### src/rtl/hrb_inject_arbiter_pkg.sv
// Shared definitions for the hierarchical-ring bridge injection schedulers.
package hrb_inject_arbiter_pkg;

  // Starvation FSM encoding
  typedef enum logic [0:0] {
    ST_NORMAL = 1'b0,
    ST_STARVE = 1'b1
  } state_e;

  // Width of the bridge control word carried alongside injected flits
  localparam int CONTROL_W = 144;

  // Default number of competing transfer FIFOs
  localparam int DEFAULT_NREQ = 4;

  // Default number of consecutive blocked cycles before starvation
  localparam int DEFAULT_STARVE_TH = 8;

endpackage : hrb_inject_arbiter_pkg

### src/rtl/hrb_inject_arbiter_rr_pick.sv
// Combinational round-robin picker: the search starts at ptr, wraps modulo N,
// and the first set request bit wins. Shared by the bridge schedulers.
module rr_pick #(
  parameter int N     = 4,
  parameter int IDX_W = 2
) (
  input  logic [N-1:0]     req,
  input  logic [IDX_W-1:0] ptr,
  input  logic             en,
  output logic [N-1:0]     grant,
  output logic [IDX_W-1:0] idx,
  output logic             valid
);

  logic [N-1:0]     grant_s;
  logic [IDX_W-1:0] idx_s;
  logic [IDX_W-1:0] cand_s;
  logic             found_s;

  // Walk the requests from ptr upward with wrap, keep the first hit
  always_comb begin
    grant_s = '0;
    idx_s   = '0;
    cand_s  = '0;
    found_s = 1'b0;
    for (int o = 0; o < N; o++) begin
      cand_s = IDX_W'((int'(ptr) + o) % N);
      if (en && !found_s && req[cand_s]) begin
        found_s         = 1'b1;
        grant_s[cand_s] = 1'b1;
        idx_s           = cand_s;
      end else begin
        found_s = found_s;
      end
    end
  end

  assign grant = grant_s;
  assign idx   = idx_s;
  assign valid = found_s;

endmodule : rr_pick

### src/rtl/hrb_inject_arbiter.sv
// Injection arbiter: schedules one of NREQ bridge transfer FIFOs into the
// outgoing ring slot and requests a free slot when traffic starves.
module hrb_inject_arbiter
  import hrb_inject_arbiter_pkg::*;
#(
  parameter int NREQ      = DEFAULT_NREQ,
  parameter int SEL_W     = 2,
  parameter int STARVE_TH = DEFAULT_STARVE_TH,
  parameter int CNT_W     = 8
) (
  input  logic             clk,
  input  logic             rst,
  input  logic [NREQ-1:0]  req_i,
  input  logic             slot_busy_i,
  input  logic             bfull_i,
  output logic [NREQ-1:0]  grant_o,
  output logic [NREQ-1:0]  deQ_o,
  output logic [SEL_W-1:0] sel_o,
  output logic             enQ_o,
  output logic             starve_o
);

  localparam logic [CNT_W-1:0] TH_C       = CNT_W'(STARVE_TH);
  localparam logic [CNT_W-1:0] TH_M1_C    = CNT_W'(STARVE_TH - 1);
  localparam logic [SEL_W-1:0] LAST_IDX_C = SEL_W'(NREQ - 1);

  logic             any_req_s;
  logic             can_go_s;
  logic             blocked_s;
  logic             pick_en_s;
  logic             pick_valid_s;
  logic [NREQ-1:0]  pick_grant_s;
  logic [SEL_W-1:0] pick_idx_s;

  logic [SEL_W-1:0] prio_ptr_r;
  logic [SEL_W-1:0] prio_ptr_s;
  logic [CNT_W-1:0] wait_cnt_r;
  logic [CNT_W-1:0] wait_cnt_s;
  state_e           state_r;
  state_e           state_s;

  // A slot is injectable only if something is pending, the ring slot is free
  // and downstream has room; pending-but-not-injectable counts as blocked.
  assign any_req_s = |req_i;
  assign can_go_s  = any_req_s & ~slot_busy_i & ~bfull_i;
  assign blocked_s = any_req_s & ~can_go_s;
  // Reset masks the grant path so no FIFO is dequeued while held in reset
  assign pick_en_s = can_go_s & ~rst;

  rr_pick #(
    .N     (NREQ),
    .IDX_W (SEL_W)
  ) u_rr_pick (
    .req   (req_i),
    .ptr   (prio_ptr_r),
    .en    (pick_en_s),
    .grant (pick_grant_s),
    .idx   (pick_idx_s),
    .valid (pick_valid_s)
  );

  // Grant is zero-latency; dequeue and inject strobes follow it directly
  assign grant_o  = pick_grant_s;
  assign deQ_o    = pick_grant_s;
  assign sel_o    = pick_idx_s;
  assign enQ_o    = pick_valid_s;
  // Starve flag comes straight from the state register: no path from req_i
  assign starve_o = (state_r == ST_STARVE);

  // Next-state logic for priority pointer, wait counter and starvation FSM
  always_comb begin
    prio_ptr_s = prio_ptr_r;
    wait_cnt_s = wait_cnt_r;
    state_s    = state_r;

    if (pick_valid_s) begin
      if (pick_idx_s == LAST_IDX_C) begin
        prio_ptr_s = '0;
      end else begin
        prio_ptr_s = pick_idx_s + SEL_W'(1);
      end
    end else begin
      prio_ptr_s = prio_ptr_r;
    end

    if (pick_valid_s || !any_req_s) begin
      wait_cnt_s = '0;
    end else if (blocked_s && (wait_cnt_r != TH_C)) begin
      wait_cnt_s = wait_cnt_r + CNT_W'(1);
    end else begin
      wait_cnt_s = wait_cnt_r;
    end

    case (state_r)
      ST_NORMAL: begin
        if (blocked_s && (wait_cnt_r == TH_M1_C)) begin
          state_s = ST_STARVE;
        end else begin
          state_s = ST_NORMAL;
        end
      end
      ST_STARVE: begin
        if (pick_valid_s || !any_req_s) begin
          state_s = ST_NORMAL;
        end else begin
          state_s = ST_STARVE;
        end
      end
      default: begin
        state_s = ST_NORMAL;
      end
    endcase
  end

  // State registers with synchronous reset
  always_ff @(posedge clk) begin
    if (rst) begin
      prio_ptr_r <= '0;
      wait_cnt_r <= '0;
      state_r    <= ST_NORMAL;
    end else begin
      prio_ptr_r <= prio_ptr_s;
      wait_cnt_r <= wait_cnt_s;
      state_r    <= state_s;
    end
  end

endmodule : hrb_inject_arbiter
### config.mk
export PLATFORM = sky130hd
export DESIGN_NAME = hrb_inject_arbiter
export DESIGN_NICKNAME = d
export VERILOG_FILES = /design/src/rtl/hrb_inject_arbiter_pkg.sv /design/src/rtl/hrb_inject_arbiter_rr_pick.sv /design/src/rtl/hrb_inject_arbiter.sv
export SDC_FILE = /design/constraint.sdc
export NUM_CORES = 1
export LEC_CHECK = 0
export ABC_AREA = 1
export CAP_MARGIN = 10
export CORE_UTILIZATION = 40
export DETAILED_ROUTE_END_ITERATION = 16
export PLACE_DENSITY = 0.66
export SYNTH_ARGS = -nofsm -noshare
export SYNTH_HDL_FRONTEND = slang
export SYNTH_SLANG_ARGS = --single-unit
### constraint.sdc
create_clock -name clk -period 1.9 [get_ports clk]
set_clock_uncertainty 0.2 [all_clocks]
set_input_delay 0.19 -clock clk [delete_from_list [all_inputs] [get_ports clk]]
set_output_delay 0.19 -clock clk [all_outputs]
set_load 0.01 [all_outputs]
==> Flow_metrics.wiki, run 1 <==
{| class="wikitable"
! Metric !! Value
|-
| Result of the run || finished, violations left
|-
| Failing checks || negative setup slack
|-
| Ant. Diodes || 0
|-
| Die outline height || 53.69 µm
|-
| Transition time at the pin with the least slew margin || 0.4096 ns
|-
| Initial core utilization || 42.74%
|-
| Vias in the first global route || roughly 1.2k
|-
| Power per cell area || 470.3 nW/µm²
|-
| Final weighted congestion in routability-driven placement || a little over 0.8
|-
| Hold_buf cts || 0
|-
| Post-synthesis cell area || 1069 µm²
|-
| First-pass iteration count of the detailed router || 4
|-
| Total area of sequential cells || between 200 and 250 µm²
|-
| Fmax || between 0.4 and 0.5 GHz
|-
| Yosys cell types || 28
|-
| Number of placement rows || 18
|-
| Antenna-violating nets left || 0
|-
| Crit path arrival time || 1.83 ns
|-
| Maximum clock insertion buffer count || 2
|-
| Std-Cell Core Area || 2500 µm²
|-
| # setup viols final || 11
|-
| Worst path slowest cell || sky130_fd_sc_hd__dfxtp_4
|-
| Largest voltage drop on the vdd net || 515.6 µV
|-
| Launching element type of the critical path || register
|-
| Req. time, crit path || approximately 1.5 ns
|-
| Headroom to the max-slew limit || ~72%
|-
| Flops & latches, synth || 11
|-
| Overflow left after global routing || 0
|-
| Clock buffer count from CTS || 3
|-
| Clock insertion delay at the later pin of the skew report || 0.28 ns
|-
| Maximum single-stage delay on the critical path || 0.38 ns
|-
| Worst hold-check path type || in2reg
|-
| Maximum number of pins on one net before global-route repair || 9
|-
| Area of combinational cells with multiple inputs || around 870 µm²
|-
| Gate count after technology mapping || 165
|-
| Cells traversed along the worst timing path || inv_8 > ha_4 > inv_2 > nand3_2 > nand2_4 > nand2_2 > inv_2 > nand2_4 > o22ai_2 > a21oi_2 > o21ai_2 > buf_2
|-
| Final sum of negative setup slack || -3.188 ns
|-
| Filler Cell Count || around 190
|-
| Vias post-DR || 1315
|-
| Clock tree from TritonCTS || built
|-
| Post-DR wirelength/cell || around 13 µm
|-
| Layout-stage area growth over the synthesis result || 65.34%
|-
| Leakage power total || around 0.86 nW
|-
| Wire length of the first global-routing pass || slightly above 5 mm
|-
| Setup Slack @ Placement || -0.6816 ns
|-
| Crit end category || primary output
|-
| Sequential element share of the synthesized area || roughly a fifth
|-
| CP delay by family, top || flip-flops
|-
| Half-perimeter wire length after placement || 2.196 mm
|-
| Count of buffer and inverter cells on the critical path || 4
|-
| Ratio of cells with drive above 1 in the final layout || 52.44%
|-
| Final worst path period share || 116.7%
|-
| Detailed-route wire length || ~3.3 mm
|-
| Post-DR vias/cell || 5.157
|-
| Instance area after placement || 1486 µm²
|-
| Final design instance area without fill || 1767 µm²
|-
| NumNets Final || 240
|-
| Number of levels the H-tree was split into || 1
|-
| RSZ-0062 raised after global routing || yes
|-
| Die Area || ~2900 µm²
|-
| DRC errors left || 0
|-
| Final-report max-slew violation count || 0
|-
| Number of maximum-capacitance constraint violations || 0
|-
| Die extent in x || 53.69 µm
|-
| Minimum clock period || 2.217 ns
|-
| Clk sinks || 11
|-
| Syn_nets || 179
|-
| Avg Cell Area, Syn || 6.476 µm²
|-
| Yosys warnings || 0
|-
| Buffers added on ports || 19
|-
| Final hold vios || 0
|-
| Starting DRT DRC Count || 39
|-
| Clk Tree Root Cell || sky130_fd_sc_hd__clkbuf_4
|-
| Total routing usage reported by global routing || about a quarter
|-
| Number of antenna violations at the first check in global routing || 0
|-
| Clock input transition at the sequential cells of the worst setup and hold paths || 0.07 ns
|-
| Peak fanout along the critical path || 6
|-
| Worst setup slack after layout || -0.3169 ns
|-
| Kind of critical path || reg2out
|-
| Number of placed I/O pins || 20
|}
[worst min-delay path, delay by kind of cell]
family | cells | cell delay, ns
buf+inv | 2 | 0.25
compound gates | 1 | 0.03
[cells by family (layout without fill, tap and decap cells)]
family          after synthesis  count (layout)  synth area share (%)
compound gates               22              22                 12.76
xor+xnor                      5               5                 4.099
flops                        11              11                 20.61
fa+ha+maj                     6               6                 7.026
buf+inv                      32              92                 13.82
simple gates                 89              89                 41.69
[what timing repair did]
action | CTS | global route
resized for setup | 75 | 28
buffers inserted | 14 | 5
endpoints found under the setup margin | 12 | 20
pin swaps | 12 | 6
[cell usage after synthesis, drive strengths merged]
cell type,n,area [µm²]
a21oi,12,63.81
buf,5,41.29
clkbuf,1,3.750
dfxtp,11,220.2
ha,6,75.07
inv,26,102.6
nand2,46,205.2
nand3,19,105.1
nand4,3,33.78
nor2,18,85.08
nor3,2,10.01
nor4,1,6.260
o21ai,4,20.02
o21bai,1,18.77
o22ai,4,25.02
o41ai,1,8.760
xnor2,3,26.28
xor2,2,17.52
[stage by stage]
stage               power, mW  hold slack, ns  cells  utilization (%)
global route           0.8865         0.02751    255            70.67
detailed placement     0.5725          0.2705    232            59.46
global placement       0.5641          0.2684    232            59.46
CTS                    0.7859          0.2867    250            66.87
finish                 0.8308         0.03400    255            70.67
floorplan              0.4423         0.05165    165                -
[per-layer routing]
metal / vias to the layer above / track usage [%] / routed length [µm]
met4: 0 / 7.456 / 35
li1: 651 / - / -
met5: - / 0 / 0
met2: 29 / 46.30 / 1750
met1: 628 / 27.66 / 1375
met3: 7 / 6.780 / 152
[final timing paths]
kind	start	endpoint	slack, ns	cells after the start
worst max-delay path	register	deQ_o[3]	-0.32	12
worst min-delay path	rst	register	0.03	3
worst max register to register	register	prio_ptr_r[1]	-0.20	16
worst min register to register	starve_o	starve_o	0.28	2
[area by class of cell]
class / instances / share of cell area, %
Clock buffer: 4 / 1.487
Multi-Input combinational cell: 122 / 49.43
Inverter: 26 / 6.091
Sequential cell: 11 / 12.75
Timing Repair Buffer: 62 / 28.12
Tap cell: 30 / 2.125
[registers in the layout, summed over array words and instances, names as in the netlist, named ones only]
name,cells
prio_ptr_r,1
wait_cnt_r,8
starve_o,1
[cells in the final DEF (no fill, tap or decap), types with 3 or more instances in the layout]
cell and instances:
sky130_fd_sc_hd__buf_4 38, sky130_fd_sc_hd__nand2_1 27, sky130_fd_sc_hd__inv_1 16, sky130_fd_sc_hd__nand3_1 14
sky130_fd_sc_hd__nor2_1 12, sky130_fd_sc_hd__nand2_2 12, sky130_fd_sc_hd__dfxtp_1 9, sky130_fd_sc_hd__inv_2 8
sky130_fd_sc_hd__buf_2 8, sky130_fd_sc_hd__nand2_4 7, sky130_fd_sc_hd__a21oi_1 7, sky130_fd_sc_hd__buf_6 7
sky130_fd_sc_hd__a21oi_2 5, sky130_fd_sc_hd__ha_1 5, sky130_fd_sc_hd__nor2_4 4, sky130_fd_sc_hd__o21ai_2 4
sky130_fd_sc_hd__nand3_2 3, sky130_fd_sc_hd__o22ai_2 3, sky130_fd_sc_hd__xnor2_1 3, sky130_fd_sc_hd__clkbuf_4 3
sky130_fd_sc_hd__dlymetal6s2s_1 3, sky130_fd_sc_hd__clkbuf_2 3
[where the power goes]
group          leakage, nW  internal (mW)  switching [mW]
registers           0.0903          0.239         0.00822
logic                0.760          0.188           0.229
clock network       0.0150         0.0815          0.0857
(Power assumes the default switching activity.)
==> run 2: changes to the inputs <==
--- a/config.mk
+++ b/config.mk
@@ -7,9 +7,8 @@
 export LEC_CHECK = 0
 export ABC_AREA = 1
 export CAP_MARGIN = 10
-export CORE_UTILIZATION = 40
+export CORE_UTILIZATION = 30
 export DETAILED_ROUTE_END_ITERATION = 16
-export PLACE_DENSITY = 0.66
 export SYNTH_ARGS = -nofsm -noshare
 export SYNTH_HDL_FRONTEND = slang
 export SYNTH_SLANG_ARGS = --single-unit
==> run 2 against run 1 <==
- the run still ends with negative setup slack left
- total power shrank 6.5%
- highest routed layer is now met3
- sequential power is essentially flat
- critical endpoint is now deQ_o[0]
- die area grew 32%
- register-to-register slack gained 0.12 ns
- largest power group unchanged
- global-route usage decreased by 9.9 points
- combinational power shrank 11%
- critical path depth stayed put
==> Flow_metrics.wiki, run 2 (synthesis results as in run 1) <==
{| class="wikitable"
! Metric !! Value
|-
| Final weighted congestion in routability-driven placement || 0.8466
|-
| Final worst path period share || 113.1%
|-
| Maximum number of pins on one net before global-route repair || 9
|-
| Failing checks || negative setup slack
|-
| Reg-to-reg slack, setup || -0.08 ns
|-
| CP delay by family, top || flip-flops
|-
| Fmax || between 0.4 and 0.5 GHz
|-
| Total routing usage reported by global routing || between 10% and 20%
|-
| Launching element type of the critical path || register
|-
| RSZ-0062 raised after global routing || yes
|-
| Max FFs per register || 8
|-
| Number of placed I/O pins || 20
|-
| Worst path slowest cell || sky130_fd_sc_hd__dfxtp_4
|-
| Minimum clock period || 2.148 ns
|-
| Peak fanout along the critical path || 6
|-
| Utilization of the core after routing || 49.89%
|-
| Commonest cells after routing, fill and taps aside || 32 x sky130_fd_sc_hd__buf_4, 31 x sky130_fd_sc_hd__nand2_1, 20 x sky130_fd_sc_hd__inv_1
|-
| Final hold vios || 0
|-
| Detailed-route wire length || 2.615 mm
|-
| Maximum single-stage delay on the critical path || 0.38 ns
|-
| Worst setup slack after layout || -0.2484 ns
|-
| Commonest non-fill, non-tap cell in the layout || sky130_fd_sc_hd__buf_4
|-
| Headroom to the max-slew limit || 77.48%
|-
| Clk sinks || 11
|-
| Maximum clock insertion buffer count || 2
|-
| Starting DRT DRC Count || 48
|-
| Transition time at the pin with the least slew margin || 0.3352 ns
|-
| Clock tree from TritonCTS || built
|-
| Relative contribution of the clock network to total power || 20.6%
|-
| Clock insertion delay at the later pin of the skew report || 0.27 ns
|-
| Clock buffer count from CTS || 3
|-
| Worst hold-check path type || reg2reg
|-
| Power Internal || 0.4923 mW
|-
| Register with the highest flop count || wait_cnt_r
|-
| Post-DR vias/cell || 4.504
|-
| Number of placement rows || 21
|-
| Vias post-DR || ~1.2k
|-
| Largest voltage drop on the vdd net || roughly 180 µV
|-
| Std-Cell Core Area || 3363 µm²
|-
| Crit end category || primary output
|-
| Crit path arrival time || 1.76 ns
|-
| DRC errors left || 0
|-
| Cells traversed along the worst timing path || inv_8 > ha_4 > inv_2 > nand3_2 > nand2_4 > nand2_2 > inv_2 > nand2_4 > o22ai_2 > a21oi_2 > o21ai_2 > buf_2
|-
| NumNets Final || 231
|-
| Buffers added on ports || 19
|-
| Layout-stage area growth over the synthesis result || 57.03%
|-
| Combinational group share of total power || 47.7%
|-
| Number of levels the H-tree was split into || 1
|-
| Half-perimeter wire length after placement || roughly 2.1 mm
|-
| Switching pwr || between 0.2 and 0.3 mW
|-
| Clk Tree Root Cell || sky130_fd_sc_hd__clkbuf_4
|-
| # setup viols final || 11
|-
| Number of antenna violations at the first check in global routing || 0
|-
| Req. time, crit path || 1.51 ns
|-
| Ant. Diodes || 0
|-
| Post-DR wirelength/cell || between 9 and 10 µm
|-
| Overflow left after global routing || 0
|-
| Switching portion of total power || a little over a third
|-
| Register share of total power || 31.7%
|-
| Result of the run || finished, violations left
|-
| Vias in the first global route || between 1k and 1.5k
|-
| Hold_buf cts || 0
|-
| Leakage power total || 0.7884 nW
|-
| Ratio of cells with drive above 1 in the final layout || 45.83%
|-
| First-pass iteration count of the detailed router || 5
|-
| Hold Worst Slack || 0.2927 ns
|-
| Wire length of the first global-routing pass || ~4.4 mm
|-
| Antenna-violating nets left || 0
|-
| Die extent in x || 61.68 µm
|-
| Initial core utilization || 31.77%
|-
| Power per cell area || 462.8 nW/µm²
|-
| Kind of critical path || reg2out
|-
| Clock input transition at the sequential cells of the worst setup and hold paths || 0.07 ns
|-
| Final-report max-slew violation count || 0
|-
| Die Area || 3804 µm²
|-
| Number of maximum-capacitance constraint violations || 0
|-
| Count of buffer and inverter cells on the critical path || 4
|-
| Die outline height || 61.68 µm
|}
==> run 2: worst min-delay path: stages, from the launching register on <==
cell	delay [ns]
sky130_fd_sc_hd__dfxtp_1	0.33
sky130_fd_sc_hd__nand2_1	0.06
sky130_fd_sc_hd__a21oi_1	0.06
==> run 2: path summary, 6_finish.rpt <==
| kind | to | startpoint | depth (start not counted) |
|---|---|---|---|
| worst max-delay path | deQ_o[0] | register | 12 |
| worst min-delay path | wait_cnt_r[1] | wait_cnt_r[1] | 2 |
| worst max register to register | prio_ptr_r[1] | register | 15 |
| worst min register to register | wait_cnt_r[1] | wait_cnt_r[1] | 2 |
==> run 2: power groups by stage <==
stage          clock (mW)  combinational [mW]  sequential, mW
3_5_place_dp            0               0.327           0.252
5_1_grt             0.181               0.408           0.247
6_report            0.160               0.370           0.246
4_1_cts             0.168               0.361           0.246
3_3_place_gp            0               0.325           0.252
2_1_floorplan           0               0.190           0.252
==> run 2: final cells by class <==
type / instances / area (µm²)
Clock buffer: 4 / 26.28
Fill cell: 354 / 1685
Inverter: 26 / 105.1
Multi-Input combinational cell: 122 / 852.1
Sequential cell: 11 / 225.2
Tap cell: 46 / 57.56
Timing Repair Buffer: 53 / 411.6
==> run 2: routing by layer <==
metal	GRT usage (%)	up-vias	routed length (µm)
li1	-	629	-
met1	20.53	525	1272
met2	25.81	26	1259
met3	2.521	0	83
met4	2.857	0	0
met5	0	-	0
==> run 2: timing repair <==
action	in CTS	in global routing
setup buffers	4	2
resized for setup	69	6
endpoints found under the setup margin	12	12
pin swaps	12	6
==> run 2: metrics by stage <==
stage	instance area [µm²]	instances	TNS (ns)	power [mW]	setup slack, ns
final	1678	262	-2.387	0.7765	-0.2484
after global routing	1678	262	-3.701	0.8355	-0.3606
after CTS	1635	260	-2.568	0.7745	-0.2583
after detailed placement	1524	252	-7.115	0.5792	-0.6634
after global placement	1524	252	-6.811	0.5771	-0.6268
after floorplan	1111	165	-0.3552	0.4423	-0.09700
==> variant (flow settings as in run 2) <==
`CNT_W`: 8 -> 9.
--- a/src/rtl/hrb_inject_arbiter.sv
+++ b/src/rtl/hrb_inject_arbiter.sv
@@ -8,3 +8,3 @@
   parameter int STARVE_TH = DEFAULT_STARVE_TH,
-  parameter int CNT_W     = 8
+  parameter int CNT_W     = 9
 ) (
Function: no difference found for any inputs over 4 cycles, from zero or initial values and one cycle with rst high; that may be too few to reach the edited logic, so the function may still have changed.
==> variant against run 2 <==
Sequential cell count increased by 1; synthesized cell count increased by 5.5%; worst setup slack improved by 8.8 ps; area after synthesis increased by 5.7%; power increased by 32%; the run still ends with negative setup slack left; final area increased by 3.5%; wire length increased by 5.1%.
==> variant: results (changes against run 2) <==
Clock tree
  • Clk buf depth: 2 (unchanged)
  • H-tree depth reported by CTS: 1 (unchanged)
  • Root Buffer: clkbuf_8
  • TritonCTS Buffers: 3 (unchanged)
  • CTS clk-pin slew, worst paths: 50 ps (-20 ps)
  • Skew-Pair Late Insertion Delay: 240 ps (-30 ps)

Synth
  • Ranking of synthesized cells by area: dfxtp_1, nand2_1, inv_1
  • Number of synthesis warnings: 0 (unchanged)
  • Synth unique cells: 31 (+11%)
  • Most frequent cells after synthesis: nand2_1, inv_1, nand3_1, dfxtp_1, nand2_2
  • Syn_nets: 188 (+5.0%)
  • Post-synthesis cell count: 174 (+5.5%)
  • Dominant synthesized flop cell: dfxtp_1
  • Share of synthesized registers carrying an async set or reset: 0 (unchanged)
  • Seq/Total Area, Yosys: 0.213 (+0.00654)

Final layout
  • Fillers: 337 (-4.8%)
  • Ant diodes: 0 (unchanged)
  • Max FFs per register: 9 (+1)
  • Final #Nets: 242 (+4.8%)
  • Layout cell share with drive strength beyond 1: 0.427 (-0.0310)
  • Most flops, register: wait_cnt_r

Drt
  • Routed len/inst: 10.1 um (+0.85%)
  • Drt pass-1 iters: 5 (unchanged)
  • Routed vias/inst: 4.54 (+0.77%)
  • Vias: 1239 (+5.0%)
  • DRT iter0 DRCs: 43 (-10%)

Critical path
  • CP Data Arrival Time: between 1500 and 2000 ps
  • CP startpoint kind: register
  • R2R depth: 14 (-1)
  • Critical path fanouts, max: 6 (unchanged)
  • Max stage delay on crit path: 360 ps (-20 ps)
  • Worst path slowest cell: dfxtp_4

Place
  • Post-place setup slack: -682 ps (-19.0 ps)
  • HPWL Detailed: 2110 um (+1.2%)
  • GP Congestion: 0.840 (-0.79%)
  • Placed Cells: 263 (+4.4%)
  • Port bufs: 19 (unchanged)

Global route
  • Total Routing Usage GR: 0.152 (-0.000327)
  • Initial antenna violation count: 0 (unchanged)
  • First-pass GRT wire length: 5020 um (+14%)
  • Largest net degree at the start of global routing: 10 (+1)

STA
  • Fin worst setup slack: -240 ps (+8.81 ps)
  • Final setup fails: 11 (unchanged)
  • Slew @ Worst Pin: 301 ps (-33.9 ps)

Worst hold path
  • Hold Crit Start: starve_o
  • Min-delay worst type: register to register
  • Worst hold stages: 2 (unchanged)

Power
  • Switch Pwr: 0.000353 W (+24%)
  • VDD IR-drop max: 203 uV (+12%)
  • LEAKAGE: 0.821 nW (+4.2%)

Status
  • Outcome: complete, but fails checks
  • Violated checks: negative setup slack
variant: changes by cell type after synthesis, moves of 3 or more:
cell | before | now
inv_1 | 23 | 27
o22ai_1 | 4 | 1
inv_2 | 2 | 6
nor2_1 | 15 | 8
nand4_1 | 2 | 5
variant: through the flow:
| stage | instance area [um2] | TNS [ps] |
|---|---|---|
| 6_report | 1740 | -2090 |
| 2_1_floorplan | 1170 | -393 |
| 4_1_cts | 1670 | -2450 |
| 3_5_place_dp | 1590 | -7470 |
| 3_3_place_gp | 1590 | -7040 |
| 5_1_grt | 1740 | -3110 |
variant: worst paths after layout:
check / slack [ps] / end
setup / recovery: -240 / sel_o[1]
hold / removal: 270 / starve_o
setup reg to reg: -50 / prio_ptr_r[1]
hold reg to reg: 270 / starve_o
variant: layout make-up:
type | instances | share of cell area
Multi-Input combinational cell | 123 | 0.470
Timing Repair Buffer | 54 | 0.242
Sequential cell | 12 | 0.141
Inverter | 34 | 0.0821
Tap cell | 46 | 0.0331
Clock buffer | 4 | 0.0317
variant: logic make-up after synthesis:
| kind of cell | synth area share |
|---|---|
| AOI/OAI and AO/OA | 0.105 |
| xor gates and xnor gates | 0.0155 |
| adders and majority gates | 0.0664 |
| buffers and inverters | 0.151 |
| DFF | 0.213 |
| and+or+nand+nor | 0.450 |
variant: layer usage:
metal  GRT usage  routed length [um]  vias up
met5           0                   0        -
met4      0.0426                  25        0
met3      0.0326                  88        4
met2       0.249                1250       23
met1       0.200                1380      551
li1            -                   -      661
variant: worst max-delay path, delay by kind of cell, from the launching register on:
family | cells | cell delay [ps]
flip-flops | 1 | 360
AND/OR/NAND/NOR | 6 | 490
adder cells (fa/ha/maj) | 1 | 290
buffers and inverters | 4 | 380
variant: repair_timing:
action | in CTS | in global routing
pin swaps | 6 | 8
gates resized for setup | 50 | 14
gates cloned | 0 | 0
setup buffers | 3 | 3
setup endpoints to repair | 11 | 16
variant: power by group through the flow:
stage / clock (W) / sequential (W) / combinational, W
2_1_floorplan: 0 / 0.000283 / 0.000247
3_3_place_gp: 0 / 0.000275 / 0.000423
3_5_place_dp: 0 / 0.000275 / 0.000424
4_1_cts: 0.000283 / 0.000272 / 0.000440
5_1_grt: 0.000297 / 0.000273 / 0.000515
6_report: 0.000273 / 0.000273 / 0.000475
